### src/rtl/atm_controller_param.sv
// ATM transaction controller with parameters for the PIN, the try limits, the balance and amount widths,
// the daily withdrawal limit and the inactivity timeout.
// Every output comes straight from a flop. A pulse output is high for one cycle, in the cycle after the
// clock edge that made the decision.
module atm_controller_param #(
  parameter int                      PIN_DIGITS = 4,
  parameter logic [4*PIN_DIGITS-1:0] PIN_CODE   = 16'h4756,
  parameter int                      WARN_TRIES = 2,
  parameter int                      MAX_TRIES  = 3,
  parameter int                      BAL_W      = 64,
  parameter int                      AMT_W      = 32,
  parameter logic [BAL_W-1:0]        INIT_BAL   = BAL_W'(4500),
  parameter logic [BAL_W-1:0]        DAY_LIMIT  = BAL_W'(2000),
  parameter int                      TIMEOUT    = 255
) (
  input  logic             clk,
  input  logic             rst,
  input  logic             tarjeta_recibida,
  input  logic [1:0]       tipo_trans,
  input  logic             digito_stb,
  input  logic [3:0]       digito,
  input  logic             monto_stb,
  input  logic [AMT_W-1:0] monto,
  input  logic             dia_nuevo,
  output logic             balance_actualizado,
  output logic             entregar_dinero,
  output logic             pin_incorrecto,
  output logic             advertencia,
  output logic             bloqueo,
  output logic             fondos_insuficientes,
  output logic             limite_excedido,
  output logic             tiempo_agotado,
  output logic             saldo_valido,
  output logic [BAL_W-1:0] saldo
);

  localparam int CNT_W = $clog2(PIN_DIGITS + 1);
  localparam int TRY_W = $clog2(MAX_TRIES + 1);
  localparam int TMR_W = $clog2(TIMEOUT + 1);
  localparam int PIN_W = 4 * PIN_DIGITS;

  typedef enum logic [1:0] {S_IDLE, S_PIN, S_TRANS, S_LOCK} state_e;

  state_e           state_q, state_d;
  logic [BAL_W-1:0] bal_q, bal_d;
  logic [BAL_W-1:0] wd_q, wd_d;
  logic [TRY_W-1:0] tries_q, tries_d;
  logic [CNT_W-1:0] cnt_q, cnt_d;
  logic [PIN_W-1:0] pin_q, pin_d;
  logic [TMR_W-1:0] timer_q, timer_d;

  // Decision flags. The next-state logic raises them and the output logic turns them into registered pulses.
  logic ev_dep, ev_wd_ok, ev_insuf, ev_lim, ev_query, ev_bad, ev_tout;

  // Next values of the registered outputs.
  logic             upd_q, upd_d, ent_q, ent_d, bad_q, bad_d, adv_q, adv_d, blq_q, blq_d;
  logic             insuf_q, insuf_d, lim_q, lim_d, tout_q, tout_d, sv_q, sv_d;
  logic [BAL_W-1:0] saldo_q, saldo_d;

  // The arithmetic is one bit wider than the balance, so a carry or an overflow can be seen and handled.
  logic [BAL_W:0]   amt_x, dep_sum, wd_sum;
  logic [BAL_W-1:0] wd_base;

  // State register and datapath registers. The reset is synchronous and sets every register, outputs included.
  // NOTE: registers use non-blocking (<=) assignments so that every flop samples values from before the edge.
  always_ff @(posedge clk) begin
    if (!rst) begin
      state_q <= S_IDLE;
      bal_q   <= INIT_BAL;
      wd_q    <= '0;
      tries_q <= '0;
      cnt_q   <= '0;
      pin_q   <= '0;
      timer_q <= '0;
      upd_q   <= 1'b0;
      ent_q   <= 1'b0;
      bad_q   <= 1'b0;
      adv_q   <= 1'b0;
      blq_q   <= 1'b0;
      insuf_q <= 1'b0;
      lim_q   <= 1'b0;
      tout_q  <= 1'b0;
      sv_q    <= 1'b0;
      saldo_q <= '0;
    end else begin
      state_q <= state_d;
      bal_q   <= bal_d;
      wd_q    <= wd_d;
      tries_q <= tries_d;
      cnt_q   <= cnt_d;
      pin_q   <= pin_d;
      timer_q <= timer_d;
      upd_q   <= upd_d;
      ent_q   <= ent_d;
      bad_q   <= bad_d;
      adv_q   <= adv_d;
      blq_q   <= blq_d;
      insuf_q <= insuf_d;
      lim_q   <= lim_d;
      tout_q  <= tout_d;
      sv_q    <= sv_d;
      saldo_q <= saldo_d;
    end
  end

  // Next state: PIN entry and compare, the transaction, the timeout, and the daily limit accumulator.
  // NOTE: every variable gets a default at the top of the block, so no path leaves one unassigned and no latch is inferred.
  always_comb begin
    amt_x    = (BAL_W+1)'(monto);
    wd_base  = dia_nuevo ? '0 : wd_q;  // a new-day clear wins over a withdrawal in the same cycle
    dep_sum  = {1'b0, bal_q} + amt_x;
    wd_sum   = {1'b0, wd_base} + amt_x;
    state_d  = state_q;
    bal_d    = bal_q;
    wd_d     = wd_base;
    tries_d  = tries_q;
    cnt_d    = cnt_q;
    pin_d    = pin_q;
    timer_d  = timer_q;
    ev_dep   = 1'b0;
    ev_wd_ok = 1'b0;
    ev_insuf = 1'b0;
    ev_lim   = 1'b0;
    ev_query = 1'b0;
    ev_bad   = 1'b0;
    ev_tout  = 1'b0;
    case (state_q)
      S_IDLE: begin
        if (tarjeta_recibida) begin
          state_d = S_PIN;
          cnt_d   = '0;
          pin_d   = '0;
          timer_d = '0;
        end
      end
      S_PIN: begin
        if (cnt_q == CNT_W'(PIN_DIGITS)) begin
          // Compare cycle. A key pressed in this cycle is dropped.
          cnt_d   = '0;
          pin_d   = '0;
          timer_d = '0;
          if (pin_q == PIN_CODE) begin
            state_d = S_TRANS;
            tries_d = '0;
          end else begin
            ev_bad  = 1'b1;
            tries_d = tries_q + TRY_W'(1);
            if (tries_q == TRY_W'(MAX_TRIES - 1)) state_d = S_LOCK;
          end
        end else if (digito_stb && (digito <= 4'd9)) begin
          pin_d   = (pin_q << 4) | PIN_W'(digito);
          cnt_d   = cnt_q + CNT_W'(1);
          timer_d = '0;
        end else if (timer_q == TMR_W'(TIMEOUT)) begin
          state_d = S_IDLE;
          ev_tout = 1'b1;
        end else begin
          timer_d = timer_q + TMR_W'(1);
        end
      end
      S_TRANS: begin
        if (monto_stb) begin
          state_d = S_IDLE;
          timer_d = '0;
          case (tipo_trans)
            2'b00: begin
              ev_dep = 1'b1;
              bal_d  = dep_sum[BAL_W] ? '1 : dep_sum[BAL_W-1:0];
            end
            2'b01: begin
              if (amt_x > {1'b0, bal_q}) begin
                ev_insuf = 1'b1;
              end else if (wd_sum > {1'b0, DAY_LIMIT}) begin
                ev_lim = 1'b1;
              end else begin
                ev_wd_ok = 1'b1;
                bal_d    = bal_q - amt_x[BAL_W-1:0];
                wd_d     = wd_sum[BAL_W-1:0];
              end
            end
            default: ev_query = 1'b1;  // the reserved code 11 is treated as a balance query
          endcase
        end else if (timer_q == TMR_W'(TIMEOUT)) begin
          state_d = S_IDLE;
          ev_tout = 1'b1;
        end else begin
          timer_d = timer_q + TMR_W'(1);
        end
      end
      S_LOCK: begin
        // Stays locked until reset. All inputs are ignored; only a new-day pulse still clears the accumulator.
      end
    endcase
  end

  // Output logic: the decision flags become next values for the registered pulses and levels.
  always_comb begin
    upd_d   = ev_dep | ev_wd_ok;
    ent_d   = ev_wd_ok;
    bad_d   = ev_bad;
    insuf_d = ev_insuf;
    lim_d   = ev_lim;
    tout_d  = ev_tout;
    sv_d    = ev_query;
    saldo_d = ev_query ? bal_q : saldo_q;
    adv_d   = (tries_d >= TRY_W'(WARN_TRIES));
    blq_d   = (state_d == S_LOCK);
  end

  assign balance_actualizado  = upd_q;
  assign entregar_dinero      = ent_q;
  assign pin_incorrecto       = bad_q;
  assign advertencia          = adv_q;
  assign bloqueo              = blq_q;
  assign fondos_insuficientes = insuf_q;
  assign limite_excedido      = lim_q;
  assign tiempo_agotado       = tout_q;
  assign saldo_valido         = sv_q;
  assign saldo                = saldo_q;

endmodule

### config.mk
export PLATFORM = sky130hd
export DESIGN_NAME = atm_controller_param
export DESIGN_NICKNAME = d
export VERILOG_FILES = /design/src/rtl/atm_controller_param.sv
export SDC_FILE = /design/constraint.sdc
export NUM_CORES = 1
export LEC_CHECK = 0
export BUFFER_PORTS_ARGS = -buffer_cell sky130_fd_sc_hd__buf_2
export CAP_MARGIN = 20
export CORE_MARGIN = 3
export CORE_UTILIZATION = 40
export CTS_BUF_LIST = sky130_fd_sc_hd__clkbuf_8
export CTS_CLUSTER_DIAMETER = 150
export DETAILED_ROUTE_END_ITERATION = 10
export PLACE_DENSITY = 0.54
export SYNTH_ARGS = -nofsm -noshare
export SYNTH_HDL_FRONTEND = slang
export SYNTH_SLANG_ARGS = --single-unit
### constraint.sdc
create_clock -name clk -period 7.9 [get_ports clk]
set_input_delay 0 -clock clk [delete_from_list [all_inputs] [get_ports clk]]
set_output_delay 0 -clock clk [all_outputs]
set_load 0.05 [all_outputs]
==> flow_summary_export.csv <==
group,metric,value,unit
synth,synthesis.instances,2420,
worst_setup_path,end_kind,"flip-flop",
route,firstDrtPassIters,6,
pwr,p_int,2.09,mW
timing,max_freq,157,MHz
run,drv_cap,0,
grt,grt-ovfl-total,0,
synth,ys_warn_count,0,
timing,layout_min_cycle_time,6.37,ns
route,dr.first_iter.drc_count,1352,
route,via_count,18776,
synth,yosys-top-cells-area,"dfxtp_1, ha_1, a21oi_1, nand2_1, nor2_1",
clock_network,cts_num_sinks,232,
grt,grt_pass1_vias,17937,
worst_setup_path,ff2ff_setup_slack,1.53,ns
finish,drive_gt1_share,10.1,%
synth,ys_ff_latch,232,
pwr,pwr-share-clk,48.1,%
worst_hold_path,min_path_type,"in2reg",
synth,synth.distinct_cells,80,
timing,hold_viol_final,0,
finish,final_util,45.4,%
worst_setup_path,critPathMaxFanout,22,
clock_network,root_buffer,"clkbuf_8",
grt,grt_max_degree,66,
timing,tightest_slew,1.09,ns
synth,synth_top_area_share,26.5,%
clock_network,cts_buffer_depth,3,
synth,async_flop_share,0,%
placement,numPortBuffers,116,
grt,grt_pass1_wl,104,mm
timing,fin_hold_ws,0.0881,ns
synth,syn-mean-instance-area,7.24,um2
floorplanning,coreArea,0.0432,mm2
finish,diodes,0,
placement,place_hpwl,49.6,mm
clock_network,numCtsBuffers,45,
floorplanning,rows,76,
floorplanning,die_area,0.0464,mm2
pwr,power,2.87,mW
pwr,vdd_drop_max,145,uV
pwr,p_sw,0.780,mW
route,finalWirelength,66.5,mm
synth,synth_fp_nets,2571,
finish,final_nets,2612,
pwr,switching_share,27.2,%
clock_network,cts-htree-levels,2,
clock_network,cts.clk_slew.worst_paths,0.06,ns
placement,post-place-cells,2986,
finish,layout-area-overhead-vs-synth,11.9,%
timing,finClkSkew,0.0238,ns
synth,yosys.area.top_type,"dfxtp_1",
synth,ys_seq_area_share,26.5,%
finish,instances_no_fill,3080,
grt,antenna_found_initial,1,
synth,synthFlopType,"dfxtp_1",
timing,fin_crit_sh,80.6,%
status,status,"completed",
worst_setup_path,startpoint_type,"flip-flop",
floorplanning,initial_core_util,40.6,%
floorplanning,die_h,215,um
clock_network,cts_tree,"done",
route,wl_per_cell,21.6,um
timing,setup_tns,0,ns
pwr,p_leak,7.93,nW
finish,final_common_cell,"nand2_1",
timing,slew_viol_final,0,
route,vias_per_cell,6.10,
pwr,pwr-share-comb,10.7,%
worst_setup_path,crit_required,8.37,ns
floorplanning,ioPinCount,117,
timing,rsz0062_at_grt,"false",
clock_network,clkLatencyLatePin,0.63,ns
pwr,power_frac_seq,41.2,%
synth,synth_edf_count,0,
placement,gp_congestion,0.976,
clock_network,cts_resized,0,
finish,layout_common_cells,"nand2_1, a21oi_1, dfxtp_1, nor2_1",
worst_setup_path,critPathKind,"reg2reg",
grt,grt_usage,27.7,%
route,final_antenna_net_count,0,
floorplanning,die_w,215,um
synth,synthesis.area,0.0175,mm2
worst_setup_path,cp.arrival,6.84,ns
timing,slew-limit-headroom,26.4,%
timing,setup_violations,0,
pwr,power_density,146,mW/mm2
route,post-route-drc-count,0,
## cells in the mapped netlist (40+ instances only)
library cell,instances
nand2_1,296
a21oi_1,254
dfxtp_1,232
nor2_1,185
clkbuf_1,140
nor3_1,113
o21ai_0,112
inv_1,107
ha_1,104
nand3_1,65
and3_1,61
nor2b_1,59
nand4_1,42
mux2i_1,40
## sequential cells by signal, summed over array words and instances (netlist names), 2 cells and up
| signal | flops |
|---|---|
| state_q | 2 |
| tries_q | 2 |
| pin_q | 16 |
| bal_q | 64 |
| cnt_q | 3 |
| wd_q | 64 |
| saldo | 64 |
| timer_q | 8 |
## worst max-delay path, stage by stage (launching register included)
cell and delay [ns]:
dfxtp_1 0.29, nor2b_1 0.13, ha_1 0.61, nand2_1 0.17, o21ai_0 0.68, o21ai_0 0.20, o21a_1 0.20, a2111oi_0 0.50
nand4_1 0.17, or4_1 0.54, or4_1 0.60, nor4_1 0.52, buf_4 0.24, nand3_1 0.67, buf_4 0.49, nand2_1 0.13
nor3b_1 0.06
## final cells by class
type,instances,area (um2)
Fill cell,4619,23600
Multi-Input combinational cell,1923,11900
Sequential cell,232,4640
Timing Repair Buffer,151,877
Clock buffer,57,785
Tap cell,585,732
Inverter,108,408
Clock inverter,24,239
## timing repair
item / in CTS / in global routing
endpoints found under the hold margin: 16 / 0
setup buffers: 0 / 0
hold buffers: 12 / 0
## power groups by stage
stage | logic [mW] | registers [mW] | clock network (mW)
5_1_grt | 0.337 | 1.18 | 1.47
2_1_floorplan | 0.205 | 1.20 | 0
6_report | 0.308 | 1.18 | 1.38
3_3_place_gp | 0.296 | 1.20 | 0
4_1_cts | 0.304 | 1.18 | 1.42
3_5_place_dp | 0.298 | 1.21 | 0
## cells by family (layout without fill, tap and decap cells)
kind of cell,after synthesis,in the layout,synth area share [%]
muxes,41,41,2.35
AOI/OAI and AO/OA,731,731,27.3
xor gates and xnor gates,28,28,1.40
DFF,232,232,26.5
adders and majority gates,107,107,7.77
and+or+nand+nor,1016,1016,28.9
buffers and inverters,265,340,5.71
## layer usage
layer / share of wire, % / GRT usage, % / vias to the layer above / routed length [um]
met4: 4.9 / 12.8 / 0 / 3280
li1: - / - / 8967 / -
met5: 0 / 0 / - / 0
met1: 42 / 35.3 / 8902 / 28100
met3: 6.3 / 4.23 / 193 / 4180
met2: 46 / 46.3 / 714 / 30900
## path summary, 6_finish.rpt
| check | start | end | cells past startpoint |
|---|---|---|---|
| setup reg to reg | wd_q[31] | wd_q[63] | 16 |
| setup / recovery | wd_q[31] | wd_q[63] | 16 |
| hold / removal | monto[2] | wd_q[2] | 5 |
| hold reg to reg | saldo[49] | saldo[49] | 2 |
## stage by stage
stage	setup WS, ns	instance area (um2)
floorplan	2.07	17500
global placement	1.34	18400
detailed placement	1.11	18400
CTS	1.57	19600
global route	1.17	19600
finish	1.53	19600
Note: power is estimated with default switching activity, not from simulation.
